--- src/rtl/dmem_arbiter_pkg.sv ---
// Shared types and constants for the data-memory arbiter: FSM states,
// access-size masks, requester IDs and the alignment check.
package dmem_arbiter_pkg;

  typedef enum logic [1:0] {IDLE, ISSUE, WAIT, DONE} state_e;

  localparam logic [3:0] MASK_B = 4'b0001;
  localparam logic [3:0] MASK_H = 4'b0011;
  localparam logic [3:0] MASK_W = 4'b1111;

  localparam logic REQ_CPU = 1'b0;
  localparam logic REQ_DBG = 1'b1;

  // Bytes never misalign; halves need an even address, words a 4-aligned one.
  function automatic logic is_misaligned(input logic [3:0] mask, input logic [1:0] off);
    return ((mask == MASK_H) && off[0]) || ((mask == MASK_W) && (off != 2'b00));
  endfunction

endpackage

--- src/rtl/dmem_lane_align.sv ---
// Combinational byte-lane steering: byte-enable and write-data shift toward
// the addressed lane, read-data shift back to bit 0 and mask to access width.
module dmem_lane_align
  import dmem_arbiter_pkg::*;
(
  input  logic [3:0]  mask,
  input  logic [1:0]  off,
  input  logic [31:0] wdata_in,
  input  logic [31:0] rdata_in,
  output logic [3:0]  be,
  output logic [31:0] wdata_out,
  output logic [31:0] rdata_out
);

  logic [31:0] lane_mask;
  logic [31:0] rdata_shifted;

  for (genvar gi = 0; gi < 4; gi++) begin : g_lane
    assign lane_mask[8*gi +: 8] = {8{mask[gi]}};
  end

  assign be            = mask << off;
  assign wdata_out     = wdata_in << {off, 3'b000};
  assign rdata_shifted = rdata_in >> {off, 3'b000};
  assign rdata_out     = rdata_shifted & lane_mask;

endmodule

--- src/rtl/dmem_arbiter.sv ---
// Two-requester (CPU, debug) data-memory arbiter with one transaction in flight.
// Define DMEM_ARB_RR_EN for round-robin on contested requests; otherwise CPU wins.
module dmem_arbiter
  import dmem_arbiter_pkg::*;
#(
  parameter int MEM_LAT = 1,
  parameter int ADDR_W  = 32
) (
  input  logic              clk,
  input  logic              rst_n,
  input  logic              cpu_req,
  input  logic              cpu_we,
  input  logic [ADDR_W-1:0] cpu_addr,
  input  logic [31:0]       cpu_wdata,
  input  logic [3:0]        cpu_sign_mask,
  output logic [31:0]       cpu_rdata,
  output logic              cpu_stall,
  input  logic              dbg_req,
  input  logic              dbg_we,
  input  logic [ADDR_W-1:0] dbg_addr,
  input  logic [31:0]       dbg_wdata,
  output logic [31:0]       dbg_rdata,
  output logic              dbg_ack,
  output logic [ADDR_W-1:0] mem_addr,
  output logic [31:0]       mem_wdata,
  output logic [3:0]        mem_be,
  output logic              mem_we,
  output logic              mem_re,
  input  logic [31:0]       mem_rdata,
  output logic              mis_err
);

  localparam logic [1:0] CNT_LAST = 2'(MEM_LAT - 1);

  state_e            state_q, state_d;
  logic [1:0]        cnt_q, cnt_d;
  logic              grant_q, grant_d;
  logic              we_q, we_d;
  logic [3:0]        mask_q, mask_d;
  logic [1:0]        off_q, off_d;
  logic [31:0]       cpu_rdata_q, cpu_rdata_d;
  logic [31:0]       dbg_rdata_q, dbg_rdata_d;
  logic              mem_we_q, mem_we_d;
  logic              mem_re_q, mem_re_d;
  logic [3:0]        mem_be_q, mem_be_d;
  logic [ADDR_W-1:0] mem_addr_q, mem_addr_d;
  logic [31:0]       mem_wdata_q, mem_wdata_d;
  logic              dbg_ack_q, dbg_ack_d;
  logic              mis_err_q, mis_err_d;
`ifdef DMEM_ARB_RR_EN
  logic              rr_q, rr_d;
`endif

  logic              sel_dbg;
  logic [ADDR_W-1:0] sel_addr;
  logic [3:0]        sel_mask;
  logic [1:0]        sel_off;
  logic [31:0]       sel_wdata;
  logic              sel_we;
  logic              sel_mis;
  logic [3:0]        align_mask;
  logic [1:0]        align_off;
  logic [3:0]        align_be;
  logic [31:0]       align_wdata;
  logic [31:0]       align_rdata;

  // rr_q remembers the last contested winner, so the other side wins next.
`ifdef DMEM_ARB_RR_EN
  assign sel_dbg = dbg_req && (!cpu_req || (rr_q == REQ_CPU));
`else
  assign sel_dbg = dbg_req && !cpu_req;
`endif

  assign sel_addr  = sel_dbg ? dbg_addr : cpu_addr;
  assign sel_mask  = sel_dbg ? MASK_W : cpu_sign_mask;
  assign sel_off   = sel_dbg ? 2'b00 : sel_addr[1:0];
  assign sel_wdata = sel_dbg ? dbg_wdata : cpu_wdata;
  assign sel_we    = sel_dbg ? dbg_we : cpu_we;
  assign sel_mis   = !sel_dbg && is_misaligned(cpu_sign_mask, cpu_addr[1:0]);

  // One aligner serves both phases: incoming request in IDLE, latched access after.
  assign align_mask = (state_q == IDLE) ? sel_mask : mask_q;
  assign align_off  = (state_q == IDLE) ? sel_off : off_q;

  dmem_lane_align u_align (
    .mask      (align_mask),
    .off       (align_off),
    .wdata_in  (sel_wdata),
    .rdata_in  (mem_rdata),
    .be        (align_be),
    .wdata_out (align_wdata),
    .rdata_out (align_rdata)
  );

  always_comb begin
    state_d     = state_q;
    cnt_d       = cnt_q;
    grant_d     = grant_q;
    we_d        = we_q;
    mask_d      = mask_q;
    off_d       = off_q;
    cpu_rdata_d = cpu_rdata_q;
    dbg_rdata_d = dbg_rdata_q;
    mem_addr_d  = mem_addr_q;
    mem_wdata_d = mem_wdata_q;
    mem_we_d    = 1'b0;
    mem_re_d    = 1'b0;
    mem_be_d    = 4'b0000;
    dbg_ack_d   = 1'b0;
    mis_err_d   = 1'b0;
`ifdef DMEM_ARB_RR_EN
    rr_d        = rr_q;
`endif
    case (state_q)
      IDLE: begin
        if (cpu_req || dbg_req) begin
          grant_d = sel_dbg;
          we_d    = sel_we;
          mask_d  = sel_mask;
          off_d   = sel_off;
          cnt_d   = 2'd0;
`ifdef DMEM_ARB_RR_EN
          if (cpu_req && dbg_req) rr_d = sel_dbg;
`endif
          if (sel_mis) begin
            state_d     = DONE;
            mis_err_d   = 1'b1;
            cpu_rdata_d = 32'h0;
          end else begin
            state_d     = ISSUE;
            mem_addr_d  = {sel_addr[ADDR_W-1:2], 2'b00};
            mem_wdata_d = align_wdata;
            mem_be_d    = align_be;
            mem_we_d    = sel_we;
            mem_re_d    = !sel_we;
          end
        end
      end
      ISSUE: begin
        cnt_d = 2'd0;
        if (we_q) begin
          state_d   = DONE;
          dbg_ack_d = (grant_q == REQ_DBG);
        end else begin
          state_d = WAIT;
        end
      end
      WAIT: begin
        if (cnt_q == CNT_LAST) begin
          state_d = DONE;
          if (grant_q == REQ_DBG) begin
            dbg_rdata_d = align_rdata;
            dbg_ack_d   = 1'b1;
          end else begin
            cpu_rdata_d = align_rdata;
          end
        end else begin
          cnt_d = cnt_q + 2'd1;
        end
      end
      DONE:    state_d = IDLE;
      default: state_d = IDLE;
    endcase
  end

  always_ff @(posedge clk) begin
    if (!rst_n) begin
      state_q     <= IDLE;
      cnt_q       <= 2'd0;
      grant_q     <= REQ_CPU;
      we_q        <= 1'b0;
      mask_q      <= 4'b0000;
      off_q       <= 2'b00;
      cpu_rdata_q <= 32'h0;
      dbg_rdata_q <= 32'h0;
      mem_addr_q  <= '0;
      mem_wdata_q <= 32'h0;
      mem_we_q    <= 1'b0;
      mem_re_q    <= 1'b0;
      mem_be_q    <= 4'b0000;
      dbg_ack_q   <= 1'b0;
      mis_err_q   <= 1'b0;
`ifdef DMEM_ARB_RR_EN
      rr_q        <= REQ_CPU;
`endif
    end else begin
      state_q     <= state_d;
      cnt_q       <= cnt_d;
      grant_q     <= grant_d;
      we_q        <= we_d;
      mask_q      <= mask_d;
      off_q       <= off_d;
      cpu_rdata_q <= cpu_rdata_d;
      dbg_rdata_q <= dbg_rdata_d;
      mem_addr_q  <= mem_addr_d;
      mem_wdata_q <= mem_wdata_d;
      mem_we_q    <= mem_we_d;
      mem_re_q    <= mem_re_d;
      mem_be_q    <= mem_be_d;
      dbg_ack_q   <= dbg_ack_d;
      mis_err_q   <= mis_err_d;
`ifdef DMEM_ARB_RR_EN
      rr_q        <= rr_d;
`endif
    end
  end

  assign cpu_stall = cpu_req && !((state_q == DONE) && (grant_q == REQ_CPU));
  assign cpu_rdata = cpu_rdata_q;
  assign dbg_rdata = dbg_rdata_q;
  assign dbg_ack   = dbg_ack_q;
  assign mem_addr  = mem_addr_q;
  assign mem_wdata = mem_wdata_q;
  assign mem_be    = mem_be_q;
  assign mem_we    = mem_we_q;
  assign mem_re    = mem_re_q;
  assign mis_err   = mis_err_q;

endmodule
--- config.mk ---
export PLATFORM = sky130hd
export DESIGN_NAME = dmem_arbiter
export DESIGN_NICKNAME = d
export VERILOG_FILES = /design/src/rtl/dmem_arbiter_pkg.sv /design/src/rtl/dmem_lane_align.sv /design/src/rtl/dmem_arbiter.sv
export SDC_FILE = /design/constraint.sdc
export NUM_CORES = 1
export LEC_CHECK = 0
export ABC_AREA = 1
export CAP_MARGIN = 10
export CORE_UTILIZATION = 46
export CTS_CLUSTER_SIZE = 28
export DETAILED_ROUTE_END_ITERATION = 8
export GPL_TIMING_DRIVEN = 1
export PLACE_DENSITY = 0.87
export SYNTH_ARGS = -nofsm -noshare
export SYNTH_HDL_FRONTEND = slang
export SYNTH_SLANG_ARGS = --single-unit
--- constraint.sdc ---
create_clock -name clk -period 4.7 [get_ports clk]
set_input_delay 0.47 -clock clk [delete_from_list [all_inputs] [get_ports clk]]
set_output_delay 0.47 -clock clk [all_outputs]
set_load 0.01 [all_outputs]
==> results.yml, run 1 <==
placed_design:
  io_buffers: 302
  place_ws_ns: 1.33
  postPlaceCellArea_um2: 10100
  place.gp.congestion: 0.896
  dpl.hpwl_um: 17500
setup_path:
  required_ns: 5.04
  rrSetupSlack_ns: 1.51
  r2r_start: "state_q[1]$_SDFFE_PN0P_"
  worstSetupPathType: "register to register"
  worstPathArrival_ns: 3.54
  worstPathMaxFanout: 21
  end_kind: "register"
  regToRegEndpoint: "cpu_rdata[10]$_SDFFE_PN0P_"
  reg2reg_depth: 9
  critPathLaunchType: "register"
synth:
  syn-cell-area_um2: 7090
  syn_inst: 1051
  async_reset_ff_share_pct: 0
  synth_top_area_share_pct: 41.2
  yosys.area.top_type: "dfxtp_1"
  synth_top_cells_by_area: "dfxtp_1 (41%), nand2_1 (17%), a21oi_1 (8.2%)"
  ys_seq_elements: 146
  synth_common_cells: "nand2_1 (318), dfxtp_1 (146), a21oi_1 (116), nand3_1 (100), o21ai_0 (98)"
  ys.flop_type: "dfxtp_1"
  synth_edf_count: 0
  synth_cell_types: 31
  syn_avg_cell_area_um2: 6.74
  ys_seq_area_share_pct: 41.2
  yosysMostFrequentCell: "nand2_1"
  yosysWarnings: 0
die:
  die_h_um: 126
  start_util_pct: 46.8
  coreArea_um2: 15100
  die-area_um2: 15900
  ios: 307
  fp.dieW_um: 126
  row_count: 45
final_layout:
  drive_above_1_share_pct: 5.09
  final_core_util_pct: 70.5
  num_antenna_cells: 0
  design_area_um2: 10700
  fin_nets: 1481
  syn2layout_area_growth_pct: 50.6
clock_network:
  clock_latency_ns: 0.42
  cts_setup_buffers: 0
  cts_resized: 0
  cts-root-buf: "clkbuf_16"
  hold_buffers: 0
  path_clk_slew_ns: 0.06
  cts_buffer_depth: 2
  htree_levels: 4
  cts_tree: "built"
  numCtsBuffers: 17
  cts.sinks: 146
timing:
  max_slew_margin_pct: 15.9
  fin_crit_sh_pct: 67.9
  fin_hold_ws_ns: 0.464
  min_period_ns: 3.19
  fin_skew_ns: 0.00720
  finalMaxSlewViolations: 0
  setup_viol: 0
  rsz0062_at_grt: "false"
  tightest_slew_ns: 1.26
  setup_tns_ns: 0
  max_freq_mhz: 313
  hold_violations: 0
  setup_slack_ns: 1.51
worst_hold_path:
  hold_path_end: "mem_wdata[0]$_SDFFE_PN0P_"
  hp-start: "mem_wdata[0]$_SDFFE_PN0P_"
  hp-class: "register to register"
  min_path_cells: 2
route:
  routed_wl_um: 24600
  dr.pass1.iters: 6
  via_count: 8193
  drc: 0
  final_antenna_net_count: 0
  via_per_inst: 5.44
  drt_iter0_drc: 613
  wl_per_cell_um: 16.4
global_route:
  grt_max_degree: 87
  grt_pass1_vias: 7636
  globalRoute.totalOverflow: 0
  grt_pass1_wl_um: 39000
  antenna_found_initial: 0
  grt_usage_pct: 31.1
power:
  peakVddDrop_mv: 0.369
  leakage_uw: 0.00431
  p_per_area_nw_per_um2: 414
status:
  status: "finished clean"
job:
  maxCapViolCount: 0
per-layer routing:
layer | global-route usage [%] | routed length, um | up-vias
li1 | - | - | 3990
met1 | 37.2 | 9780 | 3695
met2 | 49.7 | 11400 | 419
met3 | 9.30 | 2210 | 89
met4 | 17.7 | 1230 | 0
met5 | 0 | 0 | -
registers in the layout, summed over array words and instances, names as in the netlist:
| register | count |
|---|---|
| we_q | 1 |
| grant_q | 1 |
| dbg_ack | 1 |
| mem_re | 1 |
| mem_we | 1 |
| mem_be | 4 |
| mis_err | 1 |
| mem_addr | 30 |
| mem_wdata | 32 |
| mask_q | 4 |
| off_q | 2 |
| state_q | 2 |
| cnt_q | 2 |
| cpu_rdata | 32 |
| dbg_rdata | 32 |
worst max path at each step:
stage,slack [ns],endpoint,start
floorplan,2.86,mem_wdata[18]$_SDFFE_PN0P_,state_q[0]$_SDFFE_PN0P_
global placement,1.37,cpu_rdata[10]$_SDFFE_PN0P_,cpu_req
detailed placement,1.33,cpu_rdata[10]$_SDFFE_PN0P_,cpu_req
CTS,1.57,cpu_rdata[22]$_SDFFE_PN0P_,state_q[0]$_SDFFE_PN0P_
global route,1.25,cpu_rdata[22]$_SDFFE_PN0P_,state_q[0]$_SDFFE_PN0P_
finish,1.51,cpu_rdata[10]$_SDFFE_PN0P_,state_q[1]$_SDFFE_PN0P_
worst max-delay path, cell delays in order, from the launching register on:
cell	delay, ns
dfxtp_1	0.35
inv_1	0.16
ha_1	0.58
inv_2	0.18
nor2_1	0.16
o21a_1	0.17
nand3_1	0.41
inv_1	0.74
nand3_1	0.19
a21oi_1	0.17
placed cells by master, fill, tap and decap left out, types with 8 or more instances in the layout:
master	synthesis	final
nand2_1	318	317
clkdlybuf4s50_1	0	301
a22oi_1	8	8
a31oi_1	32	32
buf_4	12	9
or2_2	10	10
clkbuf_16	0	17
a21oi_1	116	116
inv_1	43	43
nand3_1	100	100
dfxtp_1	146	146
nor2_1	62	61
o21ai_0	98	98
through the flow:
step,total power [uW],instances
2_1_floorplan,2390,1052
3_3_place_gp,2970,1473
3_5_place_dp,2990,1473
4_1_cts,4410,1505
5_1_grt,4640,1505
6_report,4420,1505
kinds of logic (layout without fill, tap and decap cells):
kind of cell               after synthesis  after routing  synth area share [%]
AOI/OAI and AO/OA                      270            270                  20.3
adders and majority gates                7              7                  1.24
buffers and inverters                  126            391                  7.93
DFF                                    146            146                  41.2
other                                    1              2                0.0529
and+or+nand+nor                        501            501                  29.3
where the power goes:
| part | switching, uW | internal (uW) |
|---|---|---|
| combinational | 939 | 613 |
| clock | 541 | 881 |
| sequential | 71.3 | 1380 |
layout make-up:
| cell class | count | area [um^2] |
|---|---|---|
| clock buffer | 21 | 470 |
| clock inverter | 11 | 150 |
| fill | 1256 | 4470 |
| inverter | 48 | 180 |
| multi-input combinational | 780 | 3630 |
| sequential | 146 | 2920 |
| tap | 188 | 235 |
| timing repair buffer | 311 | 3090 |
Note: power is estimated with default switching activity, not from simulation.
==> run 2, diff against run 1 <==
--- a/config.mk
+++ b/config.mk
@@ -7,11 +7,11 @@
 export LEC_CHECK = 0
 export ABC_AREA = 1
 export CAP_MARGIN = 10
-export CORE_UTILIZATION = 46
+export CORE_UTILIZATION = 43
 export CTS_CLUSTER_SIZE = 28
 export DETAILED_ROUTE_END_ITERATION = 8
 export GPL_TIMING_DRIVEN = 1
-export PLACE_DENSITY = 0.87
+export PLACE_DENSITY = 0.82
 export SYNTH_ARGS = -nofsm -noshare
 export SYNTH_HDL_FRONTEND = slang
 export SYNTH_SLANG_ARGS = --single-unit
==> constraint.sdc (replaced) <==
create_clock -name clk -period 3.2 [get_ports clk]
set_input_delay 0.32 -clock clk [delete_from_list [all_inputs] [get_ports clk]]
set_output_delay 0.32 -clock clk [all_outputs]
set_load 0.01 [all_outputs]
==> results.yml, run 2 (synthesis results as in run 1) <==
status:
  status: "finished clean"
timing:
  fin_skew_ns: 0.00645
  fin_crit_sh_pct: 75.8
  setup_viol: 0
  setup_tns_ns: 0
  rsz0062_at_grt: "false"
  hold_violations: 0
  tightest_slew_ns: 0.773
  setup_slack_ns: 0.773
  finalMaxSlewViolations: 0
  max_freq_mhz: 412
  max_slew_margin_pct: 48.5
  min_period_ns: 2.43
final_layout:
  fin_nets: 1491
  final_common_cell: "nand2_1"
  final_cell_mix: "nand2_1 (317), clkdlybuf4s50_1 (301), dfxtp_1 (146), a21oi_1 (116), nand3_1 (100)"
  fin_cells: 1542
  drive_above_1_share_pct: 5.74
  syn2layout_area_growth_pct: 51.7
  final_core_util_pct: 67.2
route:
  via_count: 8051
  wl_per_cell_um: 16.1
  drc: 0
  drt_iter0_drc: 728
  dr.pass1.iters: 5
  routed_wl_um: 24800
  via_per_inst: 5.22
  final_antenna_net_count: 0
clock_network:
  htree_levels: 4
  hold_buffers: 0
  clock_latency_ns: 0.42
  cts_resized: 0
  cts_setup_buffers: 0
  path_clk_slew_ns: 0.06
  cts.sinks: 146
  cts_buffer_depth: 2
  cts_tree: "built"
  cts-root-buf: "clkbuf_16"
  numCtsBuffers: 17
global_route:
  grt_usage_pct: 29.4
  globalRoute.totalOverflow: 0
  grt_pass1_wl_um: 38300
  grt_pass1_vias: 7283
  antenna_found_initial: 1
  grt_max_degree: 87
placed_design:
  place_ws_ns: 0.610
  place_inst: 1511
  place.gp.congestion: 0.902
  io_buffers: 302
  dpl.hpwl_um: 17900
setup_path:
  critPathLaunchType: "register"
  required_ns: 3.55
  crit_chain: "inv_1 -> ha_1 -> buf_4 -> or2_2 -> nand2_1 -> buf_4 -> nand2_1 -> a21oi_1 -> nand3_1 -> a21oi_1"
  end_kind: "register"
  worstSetupPathType: "register to register"
  worstPathArrival_ns: 2.77
  cpMaxStageDelayCell: "dfxtp_1"
  cpPeakStageDelay_ns: 0.46
  worstPathMaxFanout: 29
die:
  die-area_um2: 17000
  die_h_um: 130
  start_util_pct: 44.3
  ios: 307
  coreArea_um2: 16000
  fp.dieW_um: 130
  row_count: 46
job:
  maxCapViolCount: 0
power:
  leakage_uw: 0.00433
  p_per_area_nw_per_um2: 596
  peakVddDrop_mv: 0.373
worst_hold_path:
  hp-class: "primary input to register"
-- run 2: layout make-up --
| class | count | area [um^2] |
|---|---|---|
| Timing Repair Buffer | 321 | 3170 |
| Antenna cell | 1 | 2.50 |
| Sequential cell | 146 | 2920 |
| Clock inverter | 12 | 135 |
| Multi-Input combinational cell | 780 | 3630 |
| Tap cell | 216 | 270 |
| Inverter | 48 | 180 |
| Clock buffer | 18 | 439 |
| Fill cell | 1399 | 5250 |
-- run 2: routing by layer --
layer	vias up	part of all wire, %	global-route usage, %
met5	-	0	0
met4	0	3.9	13.1
met3	60	7.9	7.65
met2	383	46	46.6
met1	3587	42	37.6
li1	4021	-	-
-- run 2: path summary, 6_finish.rpt --
check | from | end | slack (ns) | cells after the start
max | state_q[0]$_SDFFE_PN0P_ | cpu_rdata[14]$_SDFFE_PN0P_ | 0.77 | 10
min | rst_n | grant_q$_SDFFE_PN0N_ | 0.38 | 3
max reg2reg | state_q[0]$_SDFFE_PN0P_ | cpu_rdata[14]$_SDFFE_PN0P_ | 0.77 | 10
min reg2reg | mask_q[1]$_SDFFE_PN0N_ | mask_q[1]$_SDFFE_PN0N_ | 0.46 | 2
-- run 2: metrics by stage --
stage                     total power, uW  hold WS [ns]  cell area, um^2
final                                6410         0.381            10800
after global routing                 6770         0.406            10800
after CTS                            6410         0.385            10700
after detailed placement             4460         0.451            10200
after global placement               4430         0.439            10200
after floorplan                      3500         0.429             7090
-- run 2: critical path, delay by kind of cell (launching register included) --
kind	cells	cell delay, ns
buffers and inverters	3	0.64
AND/OR/NAND/NOR	4	0.62
AO/OA/AOI/OAI	2	0.39
adder cells (fa/ha/maj)	1	0.24
flip-flops	1	0.46
-- run 2: power breakdown --
part	leakage [uW]	switching, uW	internal, uW
Sequential	0.00119	106	2020
Combinational	0.00286	1390	942
Clock	0.000271	780	1160
Total	0.00433	2280	4130
==> run 3, diff against run 2 <==
--- a/config.mk
+++ b/config.mk
@@ -7,11 +7,11 @@
 export LEC_CHECK = 0
 export ABC_AREA = 1
 export CAP_MARGIN = 10
-export CORE_UTILIZATION = 43
+export CORE_UTILIZATION = 39
 export CTS_CLUSTER_SIZE = 28
 export DETAILED_ROUTE_END_ITERATION = 8
 export GPL_TIMING_DRIVEN = 1
-export PLACE_DENSITY = 0.82
+export PLACE_DENSITY = 0.79
 export SYNTH_ARGS = -nofsm -noshare
 export SYNTH_HDL_FRONTEND = slang
 export SYNTH_SLANG_ARGS = --single-unit
==> constraint.sdc (replaced) <==
create_clock -name clk -period 2.1 [get_ports clk]
set_input_delay 0.21 -clock clk [delete_from_list [all_inputs] [get_ports clk]]
set_output_delay 0.21 -clock clk [all_outputs]
set_load 0.01 [all_outputs]
==> results.yml, run 3 (synthesis results as in run 1) <==
status:
  status: "finished clean"
setup_path:
  cpPeakStageDelay_ns: 0.54
  end_kind: "output pin"
  critPathLaunchType: "register"
  critical_path.top_delay_family: "buffers and inverters"
  crit_start: "state_q[0]$_SDFFE_PN0P_"
  worstPathArrival_ns: 1.74
  worstPathMaxFanout: 6
  worstSetupPathType: "register to output pin"
  cp-endpoint: "cpu_stall"
  required_ns: 1.89
  rrSetupSlack_ns: 0.19
  path_buf_inv: 2
  worst-path-stages: 4
  r2r_start: "state_q[1]$_SDFFE_PN0P_"
  reg2reg_depth: 10
  crit_chain: "buf_4 -> ha_1 -> a21oi_1 -> clkdlybuf4s50_1"
  regToRegEndpoint: "cpu_rdata[14]$_SDFFE_PN0P_"
  cpMaxStageDelayCell: "clkdlybuf4s50_1"
placed_design:
  postPlaceCellArea_um2: 10500
  place_inst: 1549
  io_buffers: 302
  place.gp.congestion: 0.912
  dpl.hpwl_um: 18800
timing:
  tightest_slew_ns: 0.687
  fin_crit_sh_pct: 92.9
  hold_violations: 0
  rsz0062_at_grt: "false"
  min_period_ns: 1.95
  setup_viol: 0
  max_slew_margin_pct: 54.2
  fin_skew_ns: 0.00587
  setup_tns_ns: 0
  max_freq_mhz: 513
  finalMaxSlewViolations: 0
die:
  ios: 307
  start_util_pct: 40.4
  die_h_um: 137
  coreArea_um2: 17500
  die-area_um2: 18700
  fp.dieW_um: 137
  row_count: 48
global_route:
  grt_max_degree: 87
  grt_pass1_wl_um: 39400
  globalRoute.totalOverflow: 0
  grt_usage_pct: 27.6
  grt_pass1_vias: 7630
  antenna_found_initial: 0
final_layout:
  drive_above_1_share_pct: 8.17
  fin_nets: 1522
  nFillCells: 1516
  fin_cells: 1583
  multi_input_area_um2: 3650
  num_antenna_cells: 0
  seq_area_um2: 2920
  final_common_cell: "nand2_1"
  design_area_um2: 11200
  final_cell_mix: "nand2_1 (317), clkdlybuf4s50_1 (301), dfxtp_1 (146), a21oi_1 (116), nand3_1 (100)"
  syn2layout_area_growth_pct: 58.4
clock_network:
  htree_levels: 4
  path_clk_slew_ns: 0.06
  cts_tree: "built"
  numCtsBuffers: 17
  clock_latency_ns: 0.42
  cts.sinks: 146
  cts_buffer_depth: 2
  cts-root-buf: "clkbuf_16"
worst_hold_path:
  hp-class: "primary input to register"
job:
  maxCapViolCount: 0
route:
  via_count: 8294
  drc: 0
  routed_wl_um: 25900
  via_per_inst: 5.24
  final_antenna_net_count: 0
  dr.pass1.iters: 5
  wl_per_cell_um: 16.4
  drt_iter0_drc: 799
power:
  peakVddDrop_mv: 0.702
  p_per_area_nw_per_um2: 924
  power_uw: 10400
  leakage_uw: 0.00457
## run 3: changes by cell type in the layout (fill, tap and decap cells not counted), moves of 2 or more
cell        previous run  this run
buf_12                 1        12
buf_4                 18        36
clkinv_2               2         0
clkinv_4               2         7
clkinvlp_4             4         1
## run 3: worst min-delay path, cell delays in order
cell    delay, ns
buf_2        0.09
inv_2        0.16
nor2_1       0.14
## run 3: metal layers
| metal | wire, um | global-route usage [%] | vias to the layer above |
|---|---|---|---|
| met5 | 0 | 0 | - |
| met4 | 1160 | 14.1 | 0 |
| met3 | 2030 | 6.41 | 74 |
| met2 | 12000 | 43.7 | 393 |
| met1 | 10700 | 34.8 | 3741 |
| li1 | - | - | 4086 |
## run 3: cell type report
| cell class | count | area share [%] |
|---|---|---|
| multi-input cells | 780 | 32.5 |
| inverters | 48 | 1.60 |
| well taps | 225 | 2.51 |
| clock inverters | 13 | 1.57 |
| flip-flops and latches | 146 | 26.0 |
| repair buffers | 352 | 31.8 |
| clock buffers | 19 | 4.03 |
## run 3: how the worst min path moves through the flow
stage / startpoint / endpoint / slack [ns] / cells after the start
2_1_floorplan: cpu_sign_mask[0] / mask_q[0]$_SDFFE_PN0N_ / 0.37 / 2
3_3_place_gp: mask_q[1]$_SDFFE_PN0N_ / mask_q[1]$_SDFFE_PN0N_ / 0.44 / 2
3_5_place_dp: mask_q[1]$_SDFFE_PN0N_ / mask_q[1]$_SDFFE_PN0N_ / 0.45 / 2
4_1_cts: rst_n / cpu_rdata[21]$_SDFFE_PN0P_ / 0.21 / 3
5_1_grt: rst_n / cpu_rdata[21]$_SDFFE_PN0P_ / 0.24 / 3
6_report: rst_n / cpu_rdata[22]$_SDFFE_PN0P_ / 0.22 / 3
## run 3: stage by stage
stage	util (%)	setup WS (ns)	hold slack [ns]
after global routing	64.0	0.0399	0.238
after global placement	60.0	-0.169	0.443
after floorplan	-	0.263	0.367
after CTS	63.6	0.0754	0.207
final	64.0	0.149	0.219
after detailed placement	60.0	-0.186	0.451
## run 3: timing repair
item / CTS / global route
gates cloned: 0 / 1
endpoints found under the hold margin: 0 / 0
pin swaps: 0 / 1
hold buffers: 0 / 0
setup endpoints to repair: 11 / 87
setup buffers: 0 / 1
gates resized for setup: 1 / 4
## run 3: power by group
part / leakage, uW / switching (uW) / internal [uW]
Sequential: 0.00119 / 164 / 3080
Clock: 0.000304 / 1230 / 1950
Combinational: 0.00307 / 2220 / 1710
